<file path="config.mk">
export PLATFORM = sky130hd
export DESIGN_NAME = imm_ext_pipe
export DESIGN_NICKNAME = d
export VERILOG_FILES = /design/src/rtl/imm_ext_pkg.sv /design/src/rtl/imm_ext_core.sv /design/src/rtl/imm_ext_pipe.sv
export SDC_FILE = /design/constraint.sdc
export NUM_CORES = 1
export LEC_CHECK = 0
export ABC_AREA = 1
export CORE_AREA = 2 2 83 85
export CTS_CLUSTER_SIZE = 25
export DETAILED_ROUTE_END_ITERATION = 8
export DIE_AREA = 0 0 85 87
export PLACE_DENSITY_LB_ADDON = 0.15
export SYNTH_ARGS = -nofsm -noshare
export SYNTH_HDL_FRONTEND = slang
export SYNTH_SLANG_ARGS = --single-unit
</file>
<file path="constraint.sdc">
create_clock -name clk -period 2.41 [get_ports clk]
set_clock_uncertainty 0.1 [all_clocks]
set_input_delay 0.3615 -clock clk [delete_from_list [all_inputs] [get_ports clk]]
set_output_delay 0.3615 -clock clk [all_outputs]
set_load 0.02 [all_outputs]
</file>
<file path="src/rtl/imm_ext_pkg.sv">
// imm_ext_pkg: shared extension-mode encodings and helpers.
// IMM_EXT_BRANCH_EN makes the branch mode (op 011) legal.
package imm_ext_pkg;

  localparam logic [2:0] OP_ZERO   = 3'b000;
  localparam logic [2:0] OP_SIGN   = 3'b001;
  localparam logic [2:0] OP_UPPER  = 3'b010;
  localparam logic [2:0] OP_BRANCH = 3'b011;

  function automatic logic op_legal(
    input logic [2:0] op
  );
`ifdef IMM_EXT_BRANCH_EN
    return (op <= OP_BRANCH);
`else
    return (op <= OP_UPPER);
`endif
  endfunction

endpackage

</file>
<file path="src/rtl/imm_ext_core.sv">
// imm_ext_core: combinational immediate extension decode.
// IMM_EXT_BRANCH_EN builds the branch (shift-by-2) form.
module imm_ext_core
  import imm_ext_pkg::*;
#(
  parameter int unsigned N = 32,
  parameter int unsigned M = 16
) (
  input  logic [M-1:0] in_imm,
  input  logic [2:0]   in_op,
  output logic [N-1:0] imm,
  output logic         err
);

  logic [N-1:0] zx;
  logic [N-1:0] sx;
  logic [N-1:0] up;

  assign zx = {{(N-M){1'b0}}, in_imm};
  assign sx = {{(N-M){in_imm[M-1]}}, in_imm};
  assign up = {in_imm, {(N-M){1'b0}}};

`ifdef IMM_EXT_BRANCH_EN
  logic [N-1:0] br;
  assign br = {sx[N-3:0], 2'b00};
`endif

  // Select the extended form; illegal modes yield zero with err.
  always_comb begin
    imm = '0;
    err = ~op_legal(in_op);
    unique case (1'b1)
      (in_op == OP_ZERO):   imm = zx;
      (in_op == OP_SIGN):   imm = sx;
      (in_op == OP_UPPER):  imm = up;
`ifdef IMM_EXT_BRANCH_EN
      (in_op == OP_BRANCH): imm = br;
`endif
      default:              imm = '0;
    endcase
  end

endmodule

</file>
<file path="src/rtl/imm_ext_pipe.sv">
// imm_ext_pipe: immediate extender behind a two-entry skid buffer.
// IMM_EXT_BRANCH_EN enables the branch mode in imm_ext_core.
module imm_ext_pipe
  import imm_ext_pkg::*;
#(
  parameter int unsigned N = 32,
  parameter int unsigned M = 16
) (
  input  logic         clk,
  input  logic         rst,
  input  logic         flush,
  input  logic         in_valid,
  output logic         in_ready,
  input  logic [M-1:0] in_imm,
  input  logic [2:0]   in_op,
  output logic         out_valid,
  input  logic         out_ready,
  output logic [N-1:0] out_imm,
  output logic         out_err
);

  if (N < M + 2) begin : g_chk
    $error("imm_ext_pipe: N must be >= M+2");
  end

  logic [N-1:0] c_imm;
  logic         c_err;

  imm_ext_core #(
    .N (N),
    .M (M)
  ) u_core (
    .in_imm (in_imm),
    .in_op  (in_op),
    .imm    (c_imm),
    .err    (c_err)
  );

  logic         ov_q,   ov_d;
  logic [N-1:0] oimm_q, oimm_d;
  logic         oerr_q, oerr_d;
  logic         sv_q,   sv_d;
  logic [N-1:0] simm_q, simm_d;
  logic         serr_q, serr_d;
  logic         rdy_q,  rdy_d;
  logic         acc;
  logic         drain;

  assign acc   = in_valid & rdy_q;
  assign drain = ov_q & out_ready;

  // Skid control: refill output from skid first, else from input.
  always_comb begin
    ov_d   = ov_q;
    oimm_d = oimm_q;
    oerr_d = oerr_q;
    sv_d   = sv_q;
    simm_d = simm_q;
    serr_d = serr_q;
    if (flush) begin
      ov_d = 1'b0;
      sv_d = 1'b0;
    end else if (!ov_q || drain) begin
      if (sv_q) begin
        ov_d   = 1'b1;
        oimm_d = simm_q;
        oerr_d = serr_q;
        sv_d   = 1'b0;
      end else if (acc) begin
        ov_d   = 1'b1;
        oimm_d = c_imm;
        oerr_d = c_err;
      end else begin
        ov_d = 1'b0;
      end
    end else if (acc) begin
      sv_d   = 1'b1;
      simm_d = c_imm;
      serr_d = c_err;
    end
    rdy_d = ~sv_d;
  end

  // State registers, cleared asynchronously.
  always_ff @(posedge clk or posedge rst) begin
    if (rst) begin
      ov_q   <= 1'b0;
      oimm_q <= '0;
      oerr_q <= 1'b0;
      sv_q   <= 1'b0;
      simm_q <= '0;
      serr_q <= 1'b0;
      rdy_q  <= 1'b1;
    end else begin
      ov_q   <= ov_d;
      oimm_q <= oimm_d;
      oerr_q <= oerr_d;
      sv_q   <= sv_d;
      simm_q <= simm_d;
      serr_q <= serr_d;
      rdy_q  <= rdy_d;
    end
  end

  assign in_ready  = rdy_q;
  assign out_valid = ov_q;
  assign out_imm   = oimm_q;
  assign out_err   = oerr_q;

endmodule

</file>
# ---- Word-level counts from Yosys, hierarchy flattened
# Index checks and enable logic that the tools add are counted.
dict set report totals {
  reg_bits 69
  input_bits 24
  out_inout_bits 35
  word_cells 35
}
dict set report classes {
  magnitude_cmp 1
  n_eq_ne 2
  n_mux 12
  bitwise_logic 6
  n_reduce_logical 7
}
# cell n
set op_table {}
lappend op_table {{$pmux 32 s3} 1}
lappend op_table {{$mux 32} 2}
lappend op_table {{$mux 1} 9}
lappend op_table {{$reduce_and 3->1} 2}
lappend op_table {{$not 1->1} 4}
lappend op_table {{$reduce_bool 2->1} 2}
lappend op_table {{$eq 3x1->1 const B} 1}
lappend op_table {{$eq 3x2->1 const B} 1}
lappend op_table {{$le 3x2->1 const B} 1}
lappend op_table {{$logic_not 3->1} 1}
lappend op_table {{$and 1x1->1} 2}
lappend op_table {{$logic_not 1->1} 1}
lappend op_table {{$logic_or 1x1->1} 1}

# ---- Depth between registers and ports, before layout
dict set report depth {
  word_depth 5
  mapped_depth 8
  ltp_nobuf 6
}

# ---- Hierarchy
# From an unflattened synthesis, not the netlist that was laid out.
dict set report unflattened {
  hier_cells 485
  hier_area_um2 3594.7
}
# module n_inst cells_per_inst area_per_inst_um2 seq_area_each_um2
set modules_own_cells {}
lappend modules_own_cells {imm_ext_pipe 1 408 3184.3 1727.9}
lappend modules_own_cells {imm_ext_core 1 77 410.4 0.0}

# ---- Worst setup path after synthesis
# OpenSTA, ideal clock, no wires.
dict set report synth_path {
  path_kind {register to register}
  startpoint {register rdy_q, in the netlist in_ready}
  endpoint {register oimm_q[0], in the netlist out_imm[0]}
  setup_ns 0.116
  arrival_ns 1.191
  t_required_ns 2.194
  slack_ns 1.002
  path_stages_with_launch 8
  n_path_buf 2
  synth_period_minus_slack_ns 1.408
  path_cell_list {dfstp_2 -> nand2_1 -> nand2_4 -> nand3_4 -> buf_6 -> buf_6 -> nand2_1 -> nand2_1}
}
dict set report synth_between {
  elab_chain_cells 3
}
# item line
set synth_rtl {}
lappend synth_rtl {{start: declaration} imm_ext_pipe.sv:45} ;# logic rdy_q, rdy_d;
lappend synth_rtl {{start signal: assignment} imm_ext_pipe.sv:101} ;# rdy_q <= rdy_d;
lappend synth_rtl {{$and 1x1->1} imm_ext_pipe.sv:49} ;# assign acc = in_valid & rdy_q;
lappend synth_rtl {{$reduce_bool 2->1 (no line)} --}
lappend synth_rtl {{$reduce_and 3->1 (no line)} --}
lappend synth_rtl {{end signal: assignment} imm_ext_pipe.sv:96} ;# oimm_q <= oimm_d;
lappend synth_rtl {{end: declaration} imm_ext_pipe.sv:40} ;# logic [N-1:0] oimm_q, oimm_d;
# Every way passes these cells.
# A chain may end at the register's enable or synchronous reset.

# ---- Worst setup path after layout
dict set report layout_path {
  startpoint {register rdy_q, in the netlist in_ready}
  endpoint {output in_ready}
}
# item line
set layout_rtl {}
lappend layout_rtl {{end: declaration} imm_ext_pipe.sv:13} ;# output logic in_ready,
# No word-level cell between the ends.

==> out/qor.yml <==
synth.most_common_cell: "nand2_1"
ant_nets: 0
crit_arrival_ns: 1.49
start_kind: "register"
async_reset_ff_share_pct: 100.0
grt_start_max_net_pins: 70
dp_hpwl_mm: 5.169
report.final.slew_viol_count: 0
first_pass_iters: 4
syn-cell-area_sq_mm: 0.003332
dp_cells: 548
grt_pass1_vias: 2792
finish.utilization_pct: 62.76
yosys_warnings: 0
slowest_stage: "clkdlybuf4s50_1"
layout.cells.non_filler: 564
synth_top_area_share_pct: 51.07
clockBufferDepth: 2
hold_class: "in2async"
drc: 0
die_w_microns: 85
root_buffer: "clkbuf_8"
dieArea_sq_mm: 0.007395
gp_congestion: 0.8260
clock-sinks: 69
p_sw_mw: 0.8102
endpoint_kind: "primary output"
r2r_start: "sv_q"
layout_min_cycle_time_ns: 1.952
finalSetupViolations: 0
clk_pin_slew_ns: 0.07
port_buffers: 58
swShare_pct: 27.84
coreArea_sq_mm: 0.006569
grt_pass1_wl_mm: 13.24
yosysTopAreaCell: "dfrtp_1"
diodes: 0
top_level_ports: 59
required_ns: 1.95
max_freq_ghz: 0.5123
tightest_slew_ns: 0.4188
cpLargestDelayFamily: "buffers and inverters"
rr_worst_depth: 7
r2r_setup_slack_ns: 0.75
synthToLayoutAreaGrowth_pct: 23.73
crit_chain: "clkdlybuf4s50_1"
postRouteWirelength_mm: 7.583
drive_gt1_share_pct: 7.231
synth_cell_types: 20
die_y_microns: 87
grt_setup_unrepaired: "no"
hold_viol_final: 0
cp_num_buf_inv: 1
fin_crit_sh_pct: 81.00
max_stage_delay_ns: 0.60
h-tree-depth: 3
multi_input_area_sq_mm: 0.001378
seqCellArea_sq_mm: 0.001728
cts_buffers: 9
start_util_pct: 50.72
combPwrFrac_pct: 19.0
hold_buffers: 0
status: "complete, no violations"
setup_tns_ns: 0
synth_seq_area_share_pct: 51.86
avgSynthCellArea_sq_um: 7.767
grt_use_total_pct: 22.51
yosys-top-cells-count: "216 x nand2_1, 68 x dfrtp_1, 34 x nor2_1"
relSlewSlack_pct: 72.05
clk_latency_ns: 0.34
fin_ws_ns: 0.4578
nets: 503
cp_max_fo: 3
cts_resized: 0
via_per_inst: 5.039
p_int_mw: 2.100
critPathKind: "reg2out"
cts_setup_buffers: 0
dp_slack_ns: 0.4285
synth_edf_count: 0
seqPwrFrac_pct: 47.1
ir_drop_mv: 0.4571
grt_antenna_before_repair: 0
r2r_end: "out_imm[28]"
drt_iter0_drc: 133
drv_cap: 0
synthTopCellsByArea: "dfrtp_1 51%, nand2_1 24%, nor2_1 3.8%, nand4_1 3.0%, o21ai_1 3.0%"
syn_inst: 429
rows: 30
total_power_mw: 2.910
power_density_mw_per_mm2: 705.9
synth-main-ff-cell: "dfrtp_1"
cts_tree: "done"
fillerInstances: 598
p_clk_share_pct: 34.0
vias: 2842
synth_fp_nets: 453
overflow: 0
wire_per_inst_microns: 13.45
ys_ff_latch: 69
p_leak_nw: 2.210
cells by family after synthesis:
| group | count (synthesis) | share of synthesized area, % |
|---|---|---|
| AOI/OAI and AO/OA | 36 | 5.407 |
| buffers and inverters | 37 | 6.797 |
| DFF | 69 | 51.86 |
| and+or+nand+nor | 287 | 35.94 |
sequential cells by signal, summed over array words and instances, names as in the netlist:
register and cells:
out_imm 32, simm_q 32, in_ready 1, out_err 1, out_valid 1, serr_q 1
sv_q 1
area by class of cell:
| cell class | count | share of cell area [%] |
|---|---|---|
| flip-flops and latches | 69 | 41.91 |
| multi-input cells | 323 | 33.41 |
| repair buffers | 66 | 16.15 |
| clock buffers | 13 | 4.097 |
| well taps | 80 | 2.428 |
| clock inverters | 3 | 1.032 |
| inverters | 10 | 0.9712 |
per-stage QoR:
step	hold slack (ns)	cell area [sq um]
floorplan	0.3495	3332
global placement	0.3620	3911
detailed placement	0.3640	3911
CTS	0.3284	4123
global route	0.3573	4123
finish	0.3012	4123
power groups by stage:
stage	clock network, mW	registers [mW]	logic (mW)
finish	0.989	1.37	0.552
global route	1.06	1.38	0.616
CTS	1.01	1.37	0.559
detailed placement	0	1.39	0.556
global placement	0	1.39	0.547
floorplan	0	1.46	0.237
cells in the final DEF (no fill, tap or decap):
master / count
clkinv_2: 1
o21ai_1: 20
nand2_1: 216
clkinvlp_4: 1
clkdlybuf4s50_1: 58
nand3_1: 16
nand4_2: 1
nor2_1: 34
clkbuf_1: 1
dfrtp_1: 68
buf_4: 6
clkbuf_8: 12
inv_2: 5
nand3_4: 2
inv_1: 4
nand2_4: 1
a21oi_1: 1
buf_12: 2
inv_4: 1
dfstp_2: 1
bufinv_16: 1
nor2_8: 1
nand4_1: 16
o21ai_0: 15
routing by layer:
metal	global-route usage, %	vias to the layer above	wire length, microns
met5	0	-	0
met4	10.97	0	191
met3	3.602	18	298
met2	34.66	66	3677
met1	31.21	1311	3415
li1	-	1447	-
worst max path at each step:
stage | from | endpoint | slack [ns] | depth (start not counted)
2_1_floorplan | rst | out_err | 0.21 | 1
3_3_place_gp | out_ready | out_imm[1] | 0.45 | 7
3_5_place_dp | in_valid | out_imm[29] | 0.43 | 8
4_1_cts | in_ready | in_ready | 0.44 | 1
5_1_grt | in_ready | in_ready | 0.42 | 1
6_report | in_ready | in_ready | 0.46 | 1
(Power assumes the default switching activity.)
